$ cat config.mk
export PLATFORM = sky130hd
export DESIGN_NAME = mult_share_arbiter_flat
export DESIGN_NICKNAME = d
export VERILOG_FILES = /design/src/rtl/mult_share_arbiter_if.sv /design/src/rtl/mult_share_arbiter.sv /design/src/flat_wrapper.sv
export SDC_FILE = /design/constraint.sdc
export NUM_CORES = 1
export LEC_CHECK = 0
export CAP_MARGIN = 20
export CORE_UTILIZATION = 40
export CTS_CLUSTER_DIAMETER = 60
export DETAILED_ROUTE_END_ITERATION = 10
export GPL_TIMING_DRIVEN = 0
export PLACE_DENSITY = 0.8
export SYNTH_ARGS = -nofsm -noshare
export SYNTH_HDL_FRONTEND = slang
export SYNTH_SLANG_ARGS = --single-unit
$ cat constraint.sdc
create_clock -name clk -period 2.25 [get_ports clk]
set_clock_uncertainty 0.05 [all_clocks]
set_input_delay 0.225 -clock clk [delete_from_list [all_inputs] [get_ports clk]]
set_output_delay 0.225 -clock clk [all_outputs]
set_load 0.02 [all_outputs]
$ cat src/rtl/mult_share_arbiter_if.sv
// Handshake/bus bundle between requesters, the shared multiplier and the arbiter.
// The arbiter uses the slave view; requesters, the multiplier and the response consumer use the master view.
interface mult_share_arbiter_if #(
    parameter int NREQ = 4,
    parameter int W    = 4,
    parameter int IDW  = 2
);
    logic [NREQ-1:0]   req_valid;
    logic [NREQ-1:0]   req_ready;
    logic [NREQ*W-1:0] req_a;
    logic [NREQ*W-1:0] req_b;
    logic              mult_start;
    logic [W-1:0]      mult_a;
    logic [W-1:0]      mult_b;
    logic              mult_valid;
    logic [2*W-1:0]    mult_c;
    logic              rsp_valid;
    logic              rsp_ready;
    logic [IDW-1:0]    rsp_id;
    logic [2*W-1:0]    rsp_data;
    logic              rsp_err;
    logic              busy;

    modport slave (
        input  req_valid, req_a, req_b, mult_valid, mult_c, rsp_ready,
        output req_ready, mult_start, mult_a, mult_b, rsp_valid, rsp_id, rsp_data, rsp_err, busy
    );

    modport master (
        output req_valid, req_a, req_b, mult_valid, mult_c, rsp_ready,
        input  req_ready, mult_start, mult_a, mult_b, rsp_valid, rsp_id, rsp_data, rsp_err, busy
    );
endinterface

$ cat src/rtl/mult_share_arbiter.sv
// Round-robin share of one serial signed multiplier among NREQ requesters, one operation in flight.
// Latency: accept cycle 0, mult_start cycle 1, response registered one cycle after mult_valid.
// Backpressure: response held stable until rsp_ready; no accept while busy. WAIT abort via MULT_SHARE_ARB_TIMEOUT_EN.
module mult_share_arbiter #(
    parameter int NREQ    = 4,
    parameter int W       = 4,
    parameter int IDW     = 2,
    parameter int TIMEOUT = 31
) (
    input  logic                clk,
    input  logic                rst,
    mult_share_arbiter_if.slave ifc
);
    typedef enum logic [1:0] {IDLE, ISSUE, WAIT, RESP} state_t;

    state_t         state;
    logic [IDW-1:0] ptr;
    logic [IDW-1:0] id_q;
    logic [IDW-1:0] cand;
    logic [IDW-1:0] grant_idx;
    logic           grant_found;

    if (IDW < $clog2(NREQ) || NREQ < 2 || TIMEOUT < 1) begin : g_param_check
        $error("mult_share_arbiter: inconsistent NREQ/IDW/TIMEOUT");
    end

`ifdef MULT_SHARE_ARB_TIMEOUT_EN
    localparam int CW = $clog2(TIMEOUT + 1);
    logic [CW-1:0] wait_cnt;
`else
    assign ifc.rsp_err = 1'b0;
`endif

    // First asserted request at or after the pointer, wrapping modulo NREQ.
    always_comb begin
        grant_found = 1'b0;
        grant_idx   = '0;
        cand        = '0;
        for (int i = 0; i < NREQ; i++) begin
            cand = IDW'((int'(ptr) + i) % NREQ);
            if (!grant_found && ifc.req_valid[cand]) begin
                grant_found = 1'b1;
                grant_idx   = cand;
            end
        end
    end

    always_comb begin
        ifc.req_ready = '0;
        if (state == IDLE && grant_found) ifc.req_ready[grant_idx] = 1'b1;
    end

    always_ff @(posedge clk) begin
        if (rst) begin
            state          <= IDLE;
            ptr            <= '0;
            id_q           <= '0;
            ifc.mult_start <= 1'b0;
            ifc.mult_a     <= '0;
            ifc.mult_b     <= '0;
            ifc.rsp_valid  <= 1'b0;
            ifc.rsp_id     <= '0;
            ifc.rsp_data   <= '0;
            ifc.busy       <= 1'b0;
`ifdef MULT_SHARE_ARB_TIMEOUT_EN
            wait_cnt       <= '0;
            ifc.rsp_err    <= 1'b0;
`endif
        end else begin
            ifc.mult_start <= 1'b0;
            case (state)
                IDLE: begin
                    if (grant_found) begin
                        ifc.mult_a     <= ifc.req_a[grant_idx*W +: W];
                        ifc.mult_b     <= ifc.req_b[grant_idx*W +: W];
                        id_q           <= grant_idx;
                        ifc.mult_start <= 1'b1;
                        ifc.busy       <= 1'b1;
                        state          <= ISSUE;
                    end
                end
                ISSUE: begin
                    state <= WAIT;
`ifdef MULT_SHARE_ARB_TIMEOUT_EN
                    wait_cnt <= '0;
`endif
                end
                WAIT: begin
                    // A result arriving on the timeout cycle still wins.
                    if (ifc.mult_valid) begin
                        ifc.rsp_data  <= ifc.mult_c;
                        ifc.rsp_id    <= id_q;
                        ifc.rsp_valid <= 1'b1;
                        state         <= RESP;
`ifdef MULT_SHARE_ARB_TIMEOUT_EN
                        ifc.rsp_err   <= 1'b0;
                    end else if (wait_cnt == CW'(TIMEOUT)) begin
                        ifc.rsp_data  <= '0;
                        ifc.rsp_id    <= id_q;
                        ifc.rsp_valid <= 1'b1;
                        ifc.rsp_err   <= 1'b1;
                        state         <= RESP;
                    end else begin
                        wait_cnt <= wait_cnt + 1'b1;
`endif
                    end
                end
                RESP: begin
                    if (ifc.rsp_ready) begin
                        ptr           <= (id_q == IDW'(NREQ - 1)) ? '0 : id_q + 1'b1;
                        ifc.rsp_valid <= 1'b0;
                        ifc.busy      <= 1'b0;
                        state         <= IDLE;
`ifdef MULT_SHARE_ARB_TIMEOUT_EN
                        ifc.rsp_err   <= 1'b0;
`endif
                    end
                end
                default: state <= IDLE;
            endcase
        end
    end
endmodule

$ cat src/flat_wrapper.sv
// flat-port wrapper written by rule: the top's interface ports become plain ports
module mult_share_arbiter_flat 
#(
    parameter int NREQ    = 4,
    parameter int W       = 4,
    parameter int IDW     = 2,
    parameter int TIMEOUT = 31
)
  (clk, rst, ifc_req_valid, ifc_req_a, ifc_req_b, ifc_mult_valid, ifc_mult_c, ifc_rsp_ready, ifc_req_ready, ifc_mult_start, ifc_mult_a, ifc_mult_b, ifc_rsp_valid, ifc_rsp_id, ifc_rsp_data, ifc_rsp_err, ifc_busy);
  mult_share_arbiter_if #(.NREQ(NREQ), .W(W), .IDW(IDW)) ifc_i ();
  input  logic clk;
  input  logic rst;
  input wire logic [$bits(ifc_i.req_valid)-1:0] ifc_req_valid;
  input wire logic [$bits(ifc_i.req_a)-1:0] ifc_req_a;
  input wire logic [$bits(ifc_i.req_b)-1:0] ifc_req_b;
  input wire logic [$bits(ifc_i.mult_valid)-1:0] ifc_mult_valid;
  input wire logic [$bits(ifc_i.mult_c)-1:0] ifc_mult_c;
  input wire logic [$bits(ifc_i.rsp_ready)-1:0] ifc_rsp_ready;
  output wire logic [$bits(ifc_i.req_ready)-1:0] ifc_req_ready;
  output wire logic [$bits(ifc_i.mult_start)-1:0] ifc_mult_start;
  output wire logic [$bits(ifc_i.mult_a)-1:0] ifc_mult_a;
  output wire logic [$bits(ifc_i.mult_b)-1:0] ifc_mult_b;
  output wire logic [$bits(ifc_i.rsp_valid)-1:0] ifc_rsp_valid;
  output wire logic [$bits(ifc_i.rsp_id)-1:0] ifc_rsp_id;
  output wire logic [$bits(ifc_i.rsp_data)-1:0] ifc_rsp_data;
  output wire logic [$bits(ifc_i.rsp_err)-1:0] ifc_rsp_err;
  output wire logic [$bits(ifc_i.busy)-1:0] ifc_busy;
  assign ifc_i.req_valid = ifc_req_valid;
  assign ifc_i.req_a = ifc_req_a;
  assign ifc_i.req_b = ifc_req_b;
  assign ifc_i.mult_valid = ifc_mult_valid;
  assign ifc_i.mult_c = ifc_mult_c;
  assign ifc_i.rsp_ready = ifc_rsp_ready;
  assign ifc_req_ready = ifc_i.req_ready;
  assign ifc_mult_start = ifc_i.mult_start;
  assign ifc_mult_a = ifc_i.mult_a;
  assign ifc_mult_b = ifc_i.mult_b;
  assign ifc_rsp_valid = ifc_i.rsp_valid;
  assign ifc_rsp_id = ifc_i.rsp_id;
  assign ifc_rsp_data = ifc_i.rsp_data;
  assign ifc_rsp_err = ifc_i.rsp_err;
  assign ifc_busy = ifc_i.busy;
  mult_share_arbiter #(.NREQ(NREQ), .W(W), .IDW(IDW), .TIMEOUT(TIMEOUT)) u_core (.clk(clk), .rst(rst), .ifc(ifc_i));
endmodule
# [Word level (Yosys, flattened, before mapping)]
# Index checks and enable logic that the tools add are counted.
[totals] regBits=27 out_inout_bits=26 wordCells=78
[op_classes] addsub=4 n_lt_le_gt_ge=6 n_eq_ne=7 n_shift=2 mux=30 n_bitwise=1 n_reduce_logical=18
[ops] operator="variable part select 16 x 5 -> 4 bit" n=2
[ops] operator="2-to-1 mux 2 bit" n=8
[ops] operator="< comparator 2 x 3 -> 1 bit (second input constant)" n=5
[ops] operator="2-to-1 mux 1 bit" n=13
[ops] operator="AND reduction 3 bit" n=3
[ops] operator="binary-select mux 1 bit (select 2 bit)" n=4
[ops] operator="case mux 2 bit (4 select lines)" n=1
[ops] operator="== test 2 bit (second input constant)" n=3
[ops] operator="AND reduction 2 bit" n=3
[ops] operator="logical AND 1 bit" n=5
[ops] operator="adder 2 x 1 -> 2 bit (second input constant)" n=2
[ops] operator="adder 2 bit (second input constant)" n=2
[ops] operator="2-to-1 mux 4 bit" n=1
[ops] operator="!= test 2 bit (second input constant)" n=2
[ops] operator="case mux 1 bit (2 select lines)" n=2
[ops] operator="nonzero test 2 bit" n=2
[ops] operator="logical NOT 1 bit" n=3
[ops] operator="demux 1 bit (select 2 bit)" n=1
[ops] operator="== test 2 x 1 -> 1 bit (second input constant)" n=1
[ops] operator=">= comparator 2 x 1 -> 1 bit (second input constant)" n=1
[ops] operator="logical NOT 2 bit" n=1
[ops] operator="!= test 2 x 1 -> 1 bit (second input constant)" n=1
[ops] operator="OR reduction 2 bit" n=1
[ops] operator="inverter 1 bit" n=1

# [Longest topological paths before layout]
[logic_depth] depth_word=17 depth_mapped=6

# [Worst setup path before layout]
# OpenSTA, ideal clock, no wires.
[synth_path] kind="register to output" from="reg u_core.ptr[1]" to="out ifc_req_ready[0]" arrival_ps=1647 setup_slack_ps=328 stages_incl_launch_ff=6 path_buffers=2 cell_sequence="dfxtp_1 -> or3b_1 -> o221ai_1 -> buf_6 -> buf_12 -> nor3b_1"
[synth_via] elab_chain_len=17 elab_cells_between_ends=32 classes_between="add/sub (3); order compare (2); mux (19); reduce/logical (8)"
[synth_rtl] item="start: declaration" line="mult_share_arbiter.sv:17" source="logic [IDW-1:0] ptr;"
[synth_rtl] item="start signal: assignment" line="mult_share_arbiter.sv:110" source="ptr <= (id_q == IDW'(NREQ - 1)) ? '0 : id_q + 1'b1;"
[synth_rtl] item="parallel branches: the longest is 16 deep, another holds < comparator 2 x 3 -> 1 bit"
[synth_rtl] item="2-to-1 mux 4 bit *" line="mult_share_arbiter.sv:50" source="if (state == IDLE && grant_found) ifc.req_ready[grant_idx] = 1'b1;"
[synth_rtl] item="end: declaration" line="flat_wrapper.sv:19" source="output wire logic [$bits(ifc_i.req_ready)-1:0] ifc_req_ready;"
# Mark *: on every way between the ends. The select of a mux whose other input is x is not followed.

# [Worst setup path in the final report]
[layout_path] from="reg u_core.ptr[1]" to="out ifc_req_ready[1]"
# The elaborated chain is that of the path after synthesis.

==> results by group <==
Power and ir drop
  – Seq pwr share: between 30% and 40%
  – Power share of the combinational group: about half
  – P_leak: around 0.0009 µW
  – Switching pwr: ~700 µW
  – Clock Power Share: between 10% and 20%
  – Power Density: between 700 and 800 nW/µm²
  – Internal power: about 1100 µW
  – Switching share of power: roughly two fifths
  – Maximum vdd drop: about 530 µV
  – Total power: between 1500 and 2000 µW

Critical path
  – CP Class: reg -> out
  – CP startpoint kind: register
  – Critical path endpoint category: output port
  – CP required: between 1.5 and 2 ns
  – Worst Path Max Fanout: 6
  – WP data arrival: approximately 1.9 ns

Timing
  – Final setup violation count: 0
  – F_max: around 0.46 GHz
  – Final Slew Violations: 0
  – Min Tclk post-route: about 2.2 ns
  – Fin crit share: 95.9%
  – Slew margin rel.: between 60 and 70%
  – RSZ-0062 raised after global routing: no
  – Worst slew pin tran: slightly below 0.6 ns
  – Worst setup margin: around 0.093 ns
  – Final Hold Viols: 0

Floorplan
  – Die area: ~3900 µm²
  – Initial core utilization: between 40 and 50%
  – Row count: 21
  – Die Wd: just over 60 µm
  – Die Span Y: just over 60 µm
  – Core Region: ~3400 µm²
  – Ports: between 70 and 80

Drt
  – Initial drt markers: 49
  – Pre-antenna DRT Iters: 4
  – Wire per inst: roughly 13 µm
  – Via count: ~1400
  – Final Routed Wirelength: roughly 3700 µm
  – Via density per instance: between 4 and 5
  – Routed Antenna Nets: 0
  – Drt drc: 0

Yosys
  – Seq/Total Area, Yosys: a little under two fifths
  – Asr flop ratio synth: 0%
  – Unique masters post-synth: 34
  – Synthesized Nets: 210
  – Synthesized cell area: between 1000 and 1500 µm²
  – Syn Inst Count: between 150 and 200
  – Number of synthesized register bits: 27
  – Post-synth EDFFs: 0
  – Main synth FF type: dfxtp_1
  – Post-Syn Area per Cell: around 9.2 µm²
  – Ys Warns: 0

Global route
  – First-pass GRT wire length: 6130 µm
  – GR Overflow Total: 0
  – Initial antenna violation count: 0
  – Vias in the first global route: around 1400
  – Largest net degree at the start of global routing: 17
  – Global-route usage over all layers: approximately a fifth

Cells and area
  – Post-layout util: around 67%
  – Post-route cell area: ~2300 µm²
  – Share of cells above drive strength 1: between 10% and 20%
  – Final net count: approximately 290
  – Number of inserted diodes: 0
  – Area growth syn-to-layout: 56.8%

Outcome
  – Outcome: complete, no violations

Placed design
  – HPWL Detailed: between 2000 and 3000 µm
  – Pre-CTS WS: -0.530 ns
  – PortBufs: 71
  – RePlAce Congestion: between 0.7 and 0.8
  – Dpl cell area: between 2000 and 2500 µm²

CTS
  – CTS tree: done
  – Clk sinks: 27
  – Max clock buf depth: 2
  – Post-CTS Hold Fix Bufs: 0
  – CTS root buf: clkbuf_4
  – Clk_lat worst skew: roughly 0.34 ns
  – CTS clk-pin slew, worst paths: 0.14 ns
  – CTS Buf Count: 3
  – H-tree depth: 1

Run
  – Max-cap violations: 0

Worst hold path
  – Worst min-delay path class: in -> reg
==> state kept, by name, indices dropped and copies added, names as in the netlist, 2 cells and up <==
| signal | count |
|---|---|
| u_core.ifc.rsp_data | 8 |
| u_core.ifc.mult_a | 4 |
| u_core.ifc.mult_b | 4 |
| u_core.id_q | 2 |
| u_core.ifc.rsp_id | 2 |
| u_core.ptr | 2 |
| u_core.state | 2 |
==> layer usage <==
layer,up-vias,part of all wire (%),GRT usage (%)
met1,624,43,23.2
met4,0,0.92,5.23
met3,4,8.7,5.70
met5,-,0,0
li1,714,-,-
met2,56,47,33.7
==> cells in the mapped netlist (2+ instances only) <==
cell type	instances	share of area, %
nand2_1	29	7.5
inv_1	5	1.3
dfxtp_1	27	37
mux2i_1	18	12
buf_6	2	1.5
clkbuf_1	5	1.3
o211ai_1	2	1.0
nor3_1	3	1.0
nor2_1	7	1.8
ha_1	4	3.4
nand2b_1	2	0.86
nor2b_1	2	0.86
nor3b_1	2	1.0
o221ai_2	8	8.3
nand3b_1	8	4.1
a21oi_1	16	5.5
==> critical path: stages, from the launching register on <==
cell	delay [ns]
dfxtp_2	0.41
mux2i_1	0.19
o221ai_1	0.15
buf_6	0.15
or2_1	0.24
nor2_1	0.10
clkdlybuf4s15_1	0.31
==> cells by family (layout without fill, tap and decap cells) <==
family          Yosys count  in the layout  share of synthesized area, %
fa+ha+maj                 4              4                          3.44
buf+inv                  14             91                          6.02
other cells               1              1                         0.258
mux                      18             18                          12.4
compound gates           33             33                          19.8
simple gates             61             61                          20.9
flops                    27             27                          37.2
==> cell usage in the layout (no fill, tap or decap), drive strengths merged, types with 7 or more instances in the layout <==
master	Yosys	final
clkdlybuf4s50	0	64
nand2	29	29
dfxtp	27	27
mux2i	18	18
a21oi	16	16
o221ai	9	9
clkbuf	5	9
nand3b	8	8
buf	4	8
nor2	7	7
==> power groups by stage <==
stage | logic (µW) | clock network (µW) | registers, µW
finish | 935 | 222 | 653
global route | 1020 | 251 | 668
CTS | 952 | 231 | 654
detailed placement | 929 | 0 | 666
global placement | 919 | 0 | 661
floorplan | 456 | 0 | 756
==> final timing paths <==
| check | start | slack, ns | endpoint | cells past startpoint |
|---|---|---|---|---|
| hold reg to reg | u_core.ifc.rsp_data[4] | 0.42 | u_core.ifc.rsp_data[4] | 2 |
| setup reg to reg | u_core.ptr[1] | 0.57 | u_core.ifc.mult_b[3] | 6 |
| setup / recovery | u_core.ptr[1] | 0.09 | ifc_req_ready[1] | 6 |
| hold / removal | rst | 0.28 | u_core.ifc.mult_start | 2 |
==> what timing repair did <==
| item | in CTS | in global routing |
|---|---|---|
| setup endpoints to repair | 4 | 4 |
| setup buffers | 2 | 0 |
| pin swaps | 0 | 1 |
| gates resized for setup | 16 | 7 |
==> per-stage QoR <==
stage          cells  hold WS [ns]  TNS (ns)
2_1_floorplan    158         0.311         0
3_3_place_gp     275         0.391     -1.60
3_5_place_dp     275         0.399     -1.61
4_1_cts          281         0.262         0
5_1_grt          281         0.348         0
6_report         281         0.281         0
==> layout make-up <==
class	count	area, µm²
flip-flops and latches	27	542
inverters	5	18.8
repair buffers	73	711
clock inverters	1	7.51
fillers	314	1140
well taps	46	57.6
plain buffers	9	70.1
multi-input cells	117	851
clock buffers	3	22.5
No activity file was read; power rests on OpenSTA's default activity.
